`config.mk`:
```
export PLATFORM = sky130hd
export DESIGN_NAME = dram_access_seq
export DESIGN_NICKNAME = d
export VERILOG_FILES = /design/src/rtl/dram_pkg.sv /design/src/rtl/dram_lane_unit.sv /design/src/rtl/dram_access_seq.sv
export SDC_FILE = /design/constraint.sdc
export NUM_CORES = 1
export LEC_CHECK = 0
export BUFFER_PORTS_ARGS = -buffer_cell sky130_fd_sc_hd__buf_2
export CAP_MARGIN = 25
export CORE_MARGIN = 5
export CORE_UTILIZATION = 48
export DETAILED_ROUTE_END_ITERATION = 10
export PLACE_DENSITY = 0.77
export SETUP_SLACK_MARGIN = 0.15
export SKIP_LAST_GASP = 1
export SLEW_MARGIN = 20
export SYNTH_ARGS = -nofsm -noshare
export SYNTH_HDL_FRONTEND = slang
export SYNTH_SLANG_ARGS = --single-unit
```
`constraint.sdc`:
```
create_clock -name CLK -period 4.6 [get_ports CLK]
set_clock_uncertainty 0.2 [all_clocks]
set_input_delay 0.46 -clock CLK [delete_from_list [all_inputs] [get_ports CLK]]
set_output_delay 0.46 -clock CLK [all_outputs]
set_load 0.03 [all_outputs]
```
`src/rtl/dram_pkg.sv`:
```
// Shared definitions for the DRAM access sequencer and its lane unit.
package dram_pkg;

    localparam int unsigned DATA_W   = 32;
    localparam int unsigned CTRL_UNS = 2;

    localparam logic [1:0] SZ_B = 2'd0;
    localparam logic [1:0] SZ_H = 2'd1;
    localparam logic [1:0] SZ_W = 2'd2;

    typedef enum logic [2:0] {
        ST_IDLE,
        ST_RD,
        ST_WR,
        ST_DONE,
        ST_ERR
    } state_t;

    // True when size is illegal or the address is not aligned to it.
    function automatic logic is_bad_access(logic [1:0] size, logic [1:0] lo);
        logic bad;
        bad = 1'b0;
        case (size)
            SZ_B:    bad = 1'b0;
            SZ_H:    bad = lo[0];
            SZ_W:    bad = (lo != 2'd0);
            default: bad = 1'b1;
        endcase
        return bad;
    endfunction

endpackage

```
`src/rtl/dram_lane_unit.sv`:
```
// Byte/half lane extraction with sign extension, and sub-word merge into a read word.
module dram_lane_unit
    import dram_pkg::*;
(
    input  logic [1:0]  addr_lo,
    input  logic [1:0]  size,
    input  logic        uns,
    input  logic [31:0] rword,
    input  logic [31:0] wdata,
    output logic [31:0] ext_data,
    output logic [31:0] merged_word
);

    logic [4:0]  b_sh;
    logic [4:0]  h_sh;
    logic [7:0]  b_lane;
    logic [15:0] h_lane;
    logic [31:0] mask;
    logic [31:0] ins;

    // Select lane, extend for loads, and overlay store bits onto the read word.
    always_comb begin
        b_sh     = {addr_lo, 3'b000};
        h_sh     = {addr_lo[1], 4'b0000};
        b_lane   = 8'(rword >> b_sh);
        h_lane   = 16'(rword >> h_sh);
        ext_data = rword;
        mask     = '1;
        ins      = wdata;
        case (size)
            SZ_B: begin
                ext_data = uns ? {24'd0, b_lane} : {{24{b_lane[7]}}, b_lane};
                mask     = 32'h0000_00FF << b_sh;
                ins      = {24'd0, wdata[7:0]} << b_sh;
            end
            SZ_H: begin
                ext_data = uns ? {16'd0, h_lane} : {{16{h_lane[15]}}, h_lane};
                mask     = 32'h0000_FFFF << h_sh;
                ins      = {16'd0, wdata[15:0]} << h_sh;
            end
            default: ;
        endcase
        merged_word = (rword & ~mask) | (ins & mask);
    end

endmodule

```
`src/rtl/dram_access_seq.sv`:
```
// Runs one granted load/store against a word-wide memory port; sub-word stores use read-modify-write.
module dram_access_seq
    import dram_pkg::*;
#(
    parameter int unsigned MEM_AW  = 24,
    parameter int unsigned TIMEOUT = 255
) (
    input  logic              CLK,
    input  logic              RST,
    input  logic [31:0]       dram_addr,
    input  logic [31:0]       dram_wdata,
    input  logic [2:0]        dram_ctrl,
    input  logic              dram_le,
    input  logic              dram_we_t,
    output logic              dram_busy,
    output logic [31:0]       dram_odata,
    output logic              dram_err,
    output logic              mem_req,
    output logic              mem_we,
    output logic [MEM_AW-1:0] mem_addr,
    output logic [31:0]       mem_wdata,
    input  logic [31:0]       mem_rdata,
    input  logic              mem_ack
);

    localparam logic [7:0] TMO_LAST = 8'(TIMEOUT - 1);

    state_t            state_q, state_d;
    logic [7:0]        tmo_q, tmo_d;
    logic [1:0]        lo_q, lo_d;
    logic [1:0]        size_q, size_d;
    logic              uns_q, uns_d;
    logic              store_q, store_d;
    logic [31:0]       wdata_q, wdata_d;
    logic              busy_d, req_d, we_d, err_d;
    logic [31:0]       odata_d, mem_wdata_d;
    logic [MEM_AW-1:0] mem_addr_d;
    logic [31:0]       ext_data, merged_word;
    logic              unused_addr;

    // Upper address bits beyond the memory port are intentionally dropped.
    assign unused_addr = ^dram_addr;

    dram_lane_unit u_lane (
        .addr_lo     (lo_q),
        .size        (size_q),
        .uns         (uns_q),
        .rword       (mem_rdata),
        .wdata       (wdata_q),
        .ext_data    (ext_data),
        .merged_word (merged_word)
    );

    // Next-state and next-output logic.
    always_comb begin
        state_d     = state_q;
        tmo_d       = tmo_q;
        lo_d        = lo_q;
        size_d      = size_q;
        uns_d       = uns_q;
        store_d     = store_q;
        wdata_d     = wdata_q;
        odata_d     = dram_odata;
        mem_addr_d  = mem_addr;
        mem_wdata_d = mem_wdata;

        case (state_q)
            ST_IDLE: begin
                if ((dram_le || dram_we_t) && !dram_busy) begin
                    lo_d       = dram_addr[1:0];
                    size_d     = dram_ctrl[1:0];
                    uns_d      = dram_ctrl[CTRL_UNS];
                    store_d    = dram_we_t;
                    wdata_d    = dram_wdata;
                    mem_addr_d = dram_addr[MEM_AW+1:2];
                    tmo_d      = 8'd0;
                    if (is_bad_access(dram_ctrl[1:0], dram_addr[1:0])) begin
                        state_d = ST_ERR;
                    end else if (dram_we_t && dram_ctrl[1:0] == SZ_W) begin
                        state_d     = ST_WR;
                        mem_wdata_d = dram_wdata;
                    end else begin
                        state_d = ST_RD;
                    end
                end
            end
            ST_RD: begin
                if (mem_ack) begin
                    if (store_q) begin
                        mem_wdata_d = merged_word;
                        tmo_d       = 8'd0;
                        state_d     = ST_WR;
                    end else begin
                        odata_d = ext_data;
                        state_d = ST_DONE;
                    end
                end else begin
                    tmo_d = tmo_q + 8'd1;
                    if (tmo_q == TMO_LAST) begin
                        state_d = ST_ERR;
                    end
                end
            end
            ST_WR: begin
                if (mem_ack) begin
                    state_d = ST_DONE;
                end else begin
                    tmo_d = tmo_q + 8'd1;
                    if (tmo_q == TMO_LAST) begin
                        state_d = ST_ERR;
                    end
                end
            end
            ST_DONE: state_d = ST_IDLE;
            ST_ERR:  state_d = ST_IDLE;
            default: state_d = ST_IDLE;
        endcase

        busy_d = (state_d != ST_IDLE);
        req_d  = (state_d == ST_RD) || (state_d == ST_WR);
        we_d   = (state_d == ST_WR);
        err_d  = (state_d == ST_ERR);
    end

    // State, request context and registered outputs.
    always_ff @(posedge CLK or posedge RST) begin
        if (RST) begin
            state_q    <= ST_IDLE;
            tmo_q      <= 8'd0;
            lo_q       <= 2'd0;
            size_q     <= 2'd0;
            uns_q      <= 1'b0;
            store_q    <= 1'b0;
            wdata_q    <= 32'd0;
            dram_busy  <= 1'b0;
            dram_odata <= 32'd0;
            dram_err   <= 1'b0;
            mem_req    <= 1'b0;
            mem_we     <= 1'b0;
            mem_addr   <= '0;
            mem_wdata  <= 32'd0;
        end else begin
            state_q    <= state_d;
            tmo_q      <= tmo_d;
            lo_q       <= lo_d;
            size_q     <= size_d;
            uns_q      <= uns_d;
            store_q    <= store_d;
            wdata_q    <= wdata_d;
            dram_busy  <= busy_d;
            dram_odata <= odata_d;
            dram_err   <= err_d;
            mem_req    <= req_d;
            mem_we     <= we_d;
            mem_addr   <= mem_addr_d;
            mem_wdata  <= mem_wdata_d;
        end
    end

endmodule
```
==> run metrics, run 1 <==
die area=18200 sq um; RSZ-0062 raised after global routing=no; CP max stage delay=0.82 ns; R2R setup slack=1.61 ns; CTS H-tree depth=4; hold worst-path end=mem_addr[1]$_DFFE_PP0P_; Net Count, Synth=816; Synth Area per Inst=10.55 sq um; Resized cells post-CTS=0; CTS buffer count=17; crit path cell chain=or2_4, o41a_1, nor3_4, mux2_2; Levels on crit path=4; Detailed Route WL=22450 um; Final Cycle Share=64.92%; worst hold slack=0.06087 ns; hold path depth=2; critical path launch point type=flop; Gate Count Post-Synth=710; sequential area share after synthesis=47.10%; Syn. warnings=0; Vias=6533; Yosys cell types=64; status=completed; RR Startpoint=state_q[1]$_DFF_PP0_; min-delay src=dram_addr[3]; post-layout min period=2.986 ns; Die Ht=134.9 um; Final Hold Vio Count=0; Async SR Flop Fraction=100.0%; DR pass1 iterations=5; Top Family by Delay on Critical Path=simple AND/OR/NAND/NOR gates; dpl hpwl=15860 um; Setup TNS=0 ns; gpl congestion=0.9444; Crit Reg-Reg Endpoint=mem_wdata[15]$_DFFE_PP0P_; maximum fanout along the worst path=21; Crit Path Category=flop to flop; vias in the first global route=6420; io pins=196; clock sink count=141; DRC errors left=0; setup slack after layout=1.614 ns; Fillers=1338; Slew @ Worst Pin=0.9985 ns; Vias/cell=5.972; first-pass GRT wire length=35150 um; CTS Buffer Depth=2; sw power=3.430 mW; Initial Util=49.09%; DRT iter0 DRCs=591; max cap viols=0; Crit path buffers/inverters=0; Switching Share=44.88%; CP endpoint kind=flop; postcts setup bufs=0; Post-synth top flop=dfrtp_1; final layout net count=974; Rel. slew slack=33.44%; post-synthesis cell area=7491 sq um; share of post-route cells with drive strength above 1=35.98%; # port buffers=189; Worst Reg-to-Reg Cells=4; Die Width=134.9 um; PwrDens=837.5 nW/um^2; largest net degree at the start of global routing=58; max-slew violations=0; Std-Cell Rows=45; antenna violations before repair=6; TritonCTS clock tree=built; sequential power share=31.0%; Crit-path slowest cell=nor3_4; Final ANT Viol Nets=0; clock share of power=18.9%; combinational power share=50.1%; Total GRT Usage=24.57%; setup slack at placement=1.637 ns; CP arrival=3.09 ns; clock latency at the later pin of the worst-skew pair=0.43 ns; Pleak=4.148 nW; Area Growth Syn to Fin=21.81%; #FFs+latches synth=141; Setup Viol. Count Final=0; Post-synth EDFFs=0; clock root cell=clkbuf_16; worst hold path class=input pin to flop; Required @ worst endpoint=4.71 ns; fmax=0.3349 GHz; core footprint=15260 sq um; total gr overflow=0; clk slew on worst S/H paths=0.06 ns; mean routed wirelength per cell=20.52 um; Int Power=4.212 mW; peak supply drop=436.8 uV
==> worst max-delay path by stage <==
stage / startpoint / to / slack, ns
2_1_floorplan: RST / dram_busy$_DFF_PP0_ / 0.16
3_3_place_gp: state_q[1]$_DFF_PP0_ / mem_wdata[15]$_DFFE_PP0P_ / 1.66
3_5_place_dp: state_q[1]$_DFF_PP0_ / mem_wdata[15]$_DFFE_PP0P_ / 1.64
4_1_cts: state_q[1]$_DFF_PP0_ / mem_wdata[15]$_DFFE_PP0P_ / 1.61
5_1_grt: size_q[0]$_DFFE_PP0P_ / mem_wdata[6]$_DFFE_PP0P_ / 1.49
6_report: state_q[1]$_DFF_PP0_ / mem_wdata[15]$_DFFE_PP0P_ / 1.61
==> timing repair <==
item                                    4_1_cts  5_1_grt
endpoints found under the setup margin        0        0
endpoints found under the hold margin        35        0
hold buffers                                  1        0
==> metal layers <==
metal	global-route usage [%]	wire, um
met5	0	55
met4	7.523	486
met3	9.054	2429
met1	33.42	9452
met2	36.71	10020
==> area by class of cell <==
cell class,instances,area (sq um),share of cell area [%]
multi-input combinational,499,3627,39.75
tap,211,264.0,2.893
clock buffer,23,488.0,5.348
inverter,7,31.28,0.3428
timing repair buffer,202,1046,11.46
clock inverter,9,133.9,1.467
sequential,141,3530,38.68
antenna,2,5.005,0.05485
==> logic make-up after synthesis <==
logic type,Yosys count,synth area share (%)
AO/OA/AOI/OAI,213,19.59
AND/OR/NAND/NOR,198,13.38
flip-flops,141,47.10
multiplexers,86,15.02
buffers and inverters,70,4.577
adder cells (fa/ha/maj),2,0.3340
==> metrics by stage <==
step	std cells	util, %	instance area [sq um]	total power [mW]
floorplan	710	-	7491	5.173
global placement	1059	55.63	8488	6.085
detailed placement	1059	55.63	8488	6.169
CTS	1092	59.77	9120	7.649
global route	1094	59.80	9125	8.062
finish	1094	59.80	9125	7.642
==> synthesized netlist by cell type (2+ instances only) <==
| library cell | number | area share (%) |
|---|---|---|
| a211o_1 | 9 | 1.1 |
| a21oi_1 | 48 | 3.2 |
| a221oi_1 | 16 | 1.9 |
| a22o_1 | 8 | 0.94 |
| a22oi_1 | 5 | 0.50 |
| a311o_1 | 3 | 0.40 |
| a31oi_1 | 29 | 2.4 |
| a41oi_1 | 8 | 0.94 |
| and2_1 | 4 | 0.33 |
| and3_1 | 2 | 0.17 |
| buf_2 | 21 | 1.4 |
| buf_6 | 7 | 1.1 |
| clkbuf_1 | 33 | 1.7 |
| clkinv_1 | 2 | 0.10 |
| dfrtp_1 | 141 | 47 |
| ha_1 | 2 | 0.33 |
| inv_1 | 5 | 0.25 |
| mux2_1 | 3 | 0.45 |
| mux2_2 | 26 | 3.9 |
| mux2_4 | 43 | 8.6 |
| mux2i_1 | 13 | 1.7 |
| nand2_1 | 52 | 2.6 |
| nand2b_1 | 12 | 1.0 |
| nand3_1 | 27 | 1.8 |
| nand3b_1 | 6 | 0.60 |
| nand4_1 | 3 | 0.25 |
| nand4b_1 | 2 | 0.23 |
| nor2_1 | 53 | 2.7 |
| nor2b_1 | 16 | 1.3 |
| nor3_1 | 3 | 0.20 |
| nor3b_1 | 2 | 0.20 |
| o2111ai_1 | 5 | 0.58 |
| o211ai_1 | 7 | 0.70 |
| o21ai_0 | 32 | 2.1 |
| o22ai_1 | 4 | 0.33 |
| o2bb2ai_1 | 2 | 0.23 |
| o31a_1 | 2 | 0.23 |
| o31ai_1 | 23 | 2.3 |
| or3_1 | 2 | 0.17 |
| or3b_2 | 2 | 0.23 |
| or4_1 | 4 | 0.40 |
==> state kept, by name, summed over array words and instances (netlist names) <==
name,cells
mem_req,1
lo_q,2
mem_wdata,32
mem_addr,24
state_q,3
dram_odata,32
wdata_q,32
uns_q,1
dram_err,1
mem_we,1
tmo_q,8
store_q,1
size_q,2
dram_busy,1
==> layout by cell type (no fill, tap or decap), types with 3 or more instances in the layout <==
cell type | synthesis | final
a211o_1 | 9 | 9
a21oi_1 | 48 | 48
a221oi_1 | 16 | 16
a22o_1 | 8 | 8
a22oi_1 | 5 | 5
a311o_1 | 3 | 3
a31oi_1 | 29 | 29
a41oi_1 | 8 | 8
and2_1 | 4 | 4
buf_2 | 21 | 189
buf_4 | 0 | 12
bufinv_16 | 0 | 3
clkbuf_16 | 0 | 17
clkbuf_8 | 0 | 4
clkinvlp_4 | 0 | 4
dfrtp_1 | 141 | 140
inv_1 | 5 | 4
mux2_1 | 3 | 3
mux2_2 | 26 | 26
mux2_4 | 43 | 43
mux2i_1 | 13 | 13
nand2_1 | 52 | 52
nand2b_1 | 12 | 12
nand3_1 | 27 | 27
nand3b_1 | 6 | 6
nand4_1 | 3 | 3
nor2_1 | 53 | 52
nor2b_1 | 16 | 16
nor3_1 | 3 | 3
o2111ai_1 | 5 | 5
o211ai_1 | 7 | 7
o21ai_0 | 32 | 32
o22ai_1 | 4 | 4
o31ai_1 | 23 | 23
or4_1 | 4 | 4
==> power groups by stage <==
| stage | Clock, mW | Sequential (mW) | Combinational (mW) |
|---|---|---|---|
| 5_1_grt | 1.52 | 2.44 | 4.10 |
| 2_1_floorplan | 0 | 2.96 | 2.21 |
| 3_5_place_dp | 0 | 2.36 | 3.81 |
| 4_1_cts | 1.46 | 2.36 | 3.83 |
| 3_3_place_gp | 0 | 2.34 | 3.74 |
| 6_report | 1.44 | 2.37 | 3.83 |
Power figures use the tool's default switching activity.
==> run 2, diff against run 1 <==
==> constraint.sdc (replaced) <==
create_clock -name CLK -period 2.58 [get_ports CLK]
set_clock_uncertainty 0.2 [all_clocks]
set_input_delay 0.258 -clock CLK [delete_from_list [all_inputs] [get_ports CLK]]
set_output_delay 0.258 -clock CLK [all_outputs]
set_load 0.03 [all_outputs]
==> run 2 against run 1 <==
  * Register-to-register slack lost 1.4 ns
  * Wire length grew 7.8%
  * First-iteration DRC count shrank 6.4%
  * Critical path depth grew 2
  * Maximum frequency grew 28%
  * Largest cell class unchanged
  * Die area is the same
  * Flip-flop and latch count is the same
  * Critical path type unchanged
==> run metrics, run 2 (synthesis gave the netlist of run 1 again) <==
Worst Reg-to-Reg Cells=6; total gr overflow=0; min-delay src=mem_rdata[15]; setup slack after layout=0.2470 ns; status=completed; CTS Buffer Depth=2; Fillers=1171; RSZ-0062 raised after global routing=no; diode count=0; Die Ht=134.9 um; CTS H-tree depth=4; DRC errors left=0; DR pass1 iterations=6; share of post-route cells with drive strength above 1=34.41%; clk slew on worst S/H paths=0.06 ns; crit path cell chain=or2_4, o41a_1, nor3_4, buf_4, buf_4, a41oi_1; Crit Reg-Reg Endpoint=mem_wdata[16]$_DFFE_PP0P_; max-slew violations=0; clock sink count=141; vias in the first global route=7071; mean routed wirelength per cell=20.13 um; core footprint=15260 sq um; Vias/cell=5.783; Placed Area=8702 sq um; largest net degree at the start of global routing=49; worst hold path class=input pin to flop; DRT iter0 DRCs=553; Total GRT Usage=26.65%; Vias=6951; CP endpoint kind=flop; dpl hpwl=16360 um; antenna violations before repair=0; Crit Path Category=flop to flop; CP max stage delay=0.49 ns; Std-Cell Rows=45; Pleak=4.633 nW; Final ANT Viol Nets=0; Detailed Route WL=24190 um; io pins=196; CTS buffer count=17; worst hold slack=0.02764 ns; Die Width=134.9 um; Required @ worst endpoint=2.67 ns; final layout net count=1084; post-route cell area=10190 sq um; CP arrival=2.42 ns; maximum fanout along the worst path=13; Crit-path slowest cell=dfrtp_1; Final Cycle Share=90.43%; hold worst-path end=dram_odata[15]$_DFFE_PP0P_; TritonCTS clock tree=built; Setup TNS=0 ns; PwrDens=1371 nW/um^2; RR Startpoint=state_q[1]$_DFF_PP0_; Critical Path Most Common Cell=buf_4; fin util=66.79%; Final Hold Vio Count=0; Slew @ Worst Pin=0.9703 ns; peak supply drop=811.2 uV; first-pass GRT wire length=38100 um; R2R setup slack=0.25 ns; most common cell after layout, fill and taps aside=buf_2; biggest regs=dram_odata (32), mem_wdata (32), wdata_q (32); max cap viols=0; clock root cell=clkbuf_16; Rel. slew slack=34.88%; Setup Viol. Count Final=0; setup slack at placement=0.2901 ns; Area Growth Syn to Fin=36.04%; fmax=0.4286 GHz; # port buffers=189; post-layout min period=2.333 ns; most frequent cells in the layout=buf_2 (189), dfrtp_1 (140), dlygate4sd3_1 (89); Resized cells post-CTS=0; hold path depth=3; Initial Util=49.09%; critical path launch point type=flop; gpl congestion=0.9131; clock latency at the later pin of the worst-skew pair=0.43 ns; die area=18200 sq um
run 2: changes by cell type in the layout (fill, tap and decap cells not counted):
cell	change
diode_2	-2
clkbuf_8	-4
dlygate4sd3_1	+88
clkbuf_1	-2
clkinv_4	+2
buf_12	+4
clkinv_2	+4
buf_4	+18
run 2: worst max-delay path, delay by kind of cell (launching register included):
kind	cells	cell delay (ns)
compound gates	2	0.58
buf+inv	2	0.46
flops	1	0.49
simple gates	2	0.45
run 2: report_power, final:
part / internal, mW / switching [mW] / total, mW
logic: 2.86 / 4.41 / 7.28
clock network: 1.52 / 1.00 / 2.52
registers: 3.29 / 0.880 / 4.17
run 2: how the worst max path moves through the flow:
stage | from | end | slack, ns | depth (start not counted)
floorplan | RST | dram_busy$_DFF_PP0_ | 0.36 | 1
global placement | state_q[1]$_DFF_PP0_ | mem_wdata[23]$_DFFE_PP0P_ | 0.35 | 6
detailed placement | state_q[1]$_DFF_PP0_ | mem_wdata[17]$_DFFE_PP0P_ | 0.29 | 6
CTS | state_q[1]$_DFF_PP0_ | mem_wdata[16]$_DFFE_PP0P_ | 0.25 | 6
global route | state_q[1]$_DFF_PP0_ | mem_wdata[17]$_DFFE_PP0P_ | 0.19 | 6
finish | state_q[1]$_DFF_PP0_ | mem_wdata[16]$_DFFE_PP0P_ | 0.25 | 6
run 2: timing repair:
action | in CTS | in global routing
hold buffers | 89 | 0
setup buffers | 0 | 0
hold endpoints to repair | 134 | 0
run 2: metal layers:
layer  track usage [%]  vias to the layer above  part of all wire [%]
li1                  -                     3174                     -
met1             34.55                     3370                    42
met2             42.47                      363                    47
met3             8.308                       44                   9.1
met4             9.163                        0                   2.5
met5                 0                        -                     0
run 2: layout make-up:
| cell class | count | area, sq um | share of cell area, % |
|---|---|---|---|
| flip-flops and latches | 141 | 3530 | 34.63 |
| clock buffers | 17 | 425.4 | 4.174 |
| clock inverters | 15 | 172.7 | 1.694 |
| multi-input cells | 499 | 3627 | 35.59 |
| inverters | 7 | 30.03 | 0.2947 |
| well taps | 211 | 264.0 | 2.591 |
| repair buffers | 312 | 2142 | 21.02 |
run 2: per-stage QoR:
step | instances | total power, mW
2_1_floorplan | 710 | 9.224
3_3_place_gp | 1081 | 11.08
3_5_place_dp | 1081 | 11.24
4_1_cts | 1202 | 13.92
5_1_grt | 1202 | 14.74
6_report | 1202 | 13.97
==> run 3, diff against run 2 <==
--- a/config.mk
+++ b/config.mk
@@ -8,9 +8,9 @@
 export BUFFER_PORTS_ARGS = -buffer_cell sky130_fd_sc_hd__buf_2
 export CAP_MARGIN = 25
 export CORE_MARGIN = 5
-export CORE_UTILIZATION = 48
+export CORE_UTILIZATION = 50
 export DETAILED_ROUTE_END_ITERATION = 10
-export PLACE_DENSITY = 0.77
+export PLACE_DENSITY = 0.76
 export SETUP_SLACK_MARGIN = 0.15
 export SKIP_LAST_GASP = 1
 export SLEW_MARGIN = 20
==> constraint.sdc (replaced) <==
create_clock -name CLK -period 2.61 [get_ports CLK]
set_clock_uncertainty 0.2 [all_clocks]
set_input_delay 0.261 -clock CLK [delete_from_list [all_inputs] [get_ports CLK]]
set_output_delay 0.261 -clock CLK [all_outputs]
set_load 0.03 [all_outputs]
==> run 3 against run 2 <==
  * Power is 0.46% lower
  * Final cell count is 2.6% lower
  * Critical path type unchanged
  * Sequential share of layout area is 0.13 points higher
  * Core utilization is 2.8 points higher
  * Via count is 0.78% lower
  * Die area is 3.7% lower
  * Critical endpoint unchanged
  * Combinational power is 1% lower
==> run metrics, run 3 (synthesis gave the netlist of run 1 again) <==
Worst Reg-to-Reg Cells=6; gpl congestion=0.9743; clock root cell=clkbuf_16; clock sink count=141; Resized cells post-CTS=0; DRC errors left=0; Vias=6897; Initial Util=51.35%; CP endpoint kind=flop; postcts setup bufs=0; post-route cell area=10150 sq um; Total GRT Usage=26.64%; hold_buf cts=86; Rel. slew slack=55.99%; Final Cycle Share=89.62%; Setup Viol. Count Final=0; fin cells=1171; Area Growth Syn to Fin=35.53%; most frequent cells in the layout=buf_2 (189), dfrtp_1 (140), dlygate4sd3_1 (86); Final ANT Viol Nets=0; CP arrival=2.44 ns; Die Ht=132.4 um; DRT iter0 DRCs=653; hold path depth=3; max cap viols=0; CTS Buffer Depth=2; fmax=0.4275 GHz; clock latency at the later pin of the worst-skew pair=0.44 ns; critical path launch point type=flop; most common cell after layout, fill and taps aside=buf_2; clk slew on worst S/H paths=0.06 ns; RSZ-0062 raised after global routing=no; Std-Cell Rows=44; share of post-route cells with drive strength above 1=34.35%; post-layout min period=2.339 ns; Cells after DPL=1053; CTS buffer count=17; die area=17530 sq um; R2R setup slack=0.27 ns; Power Total=13.91 mW; diode count=0; CTS H-tree depth=4; worst hold path class=input pin to flop; PwrDens=1370 nW/um^2; first-pass GRT wire length=37870 um; peak supply drop=1028 uV; status=completed; vias in the first global route=6897; Slew @ Worst Pin=0.6558 ns; dpl hpwl=15800 um; Placed Area=8661 sq um; core footprint=14590 sq um; DR pass1 iterations=5; max-slew violations=0; TritonCTS clock tree=built; io pins=196; Setup TNS=0 ns; Die Width=132.4 um; Detailed Route WL=23490 um; antenna violations before repair=0; Required @ worst endpoint=2.71 ns; largest net degree at the start of global routing=95; Crit Path Category=flop to flop; final layout net count=1080; maximum fanout along the worst path=14; biggest regs=dram_odata (32), mem_wdata (32), wdata_q (32); Vias/cell=5.890; mean routed wirelength per cell=20.06 um; # port buffers=189; total gr overflow=0; Final Hold Vio Count=0; Pleak=4.628 nW
==> run 3: worst paths after layout <==
check	from	endpoint
worst max register to register	state_q[1]$_DFF_PP0_	mem_wdata[16]$_DFFE_PP0P_
worst min-delay path	mem_rdata[13]	dram_odata[13]$_DFFE_PP0P_
worst min register to register	mem_wdata[10]$_DFFE_PP0P_	mem_wdata[10]$_DFFE_PP0P_
max in group asynchronous	RST	size_q[1]$_DFFE_PP0P_
min in group asynchronous	RST	dram_odata[5]$_DFFE_PP0P_
worst max-delay path	state_q[1]$_DFF_PP0_	mem_wdata[16]$_DFFE_PP0P_
==> run 3: worst max-delay path: stages, from the launching register on <==
cell and delay [ns]:
dfrtp_1 0.48, or2_4 0.33, o21ai_2 0.38, clkinv_1 0.29, buf_4 0.27, a31oi_1 0.18
a41oi_1 0.06
==> run 3: layout make-up <==
cell class                      instances  area [sq um]
Multi-Input combinational cell        499          3627
Tap cell                              184         230.2
Sequential cell                       141          3530
Clock inverter                         13         187.7
Timing Repair Buffer                  308          2105
Clock buffer                           19         442.9
Inverter                                7         30.03
Fill cell                            1079          4437
==> run 3: through the flow <==
step	worst slack, ns	util [%]	hold slack (ns)
after global placement	0.3582	59.37	0.1856
after global routing	0.1797	69.59	0.02151
after detailed placement	0.3430	59.37	0.1794
after floorplan	0.3859	-	0.2030
final	0.2710	69.59	0.01205
after CTS	0.2956	69.59	0.009956
==> run 3: power breakdown <==
part / switching [mW] / internal (mW)
Combinational: 4.35 / 2.84
Clock: 0.983 / 1.63
Sequential: 0.853 / 3.26
Total: 6.18 / 7.72
==> run 3: layer usage <==
metal	global-route usage [%]	wire length [um]
met1	36.52	9994
met2	40.89	10700
met3	8.359	2332
met5	0	0
met4	7.692	461
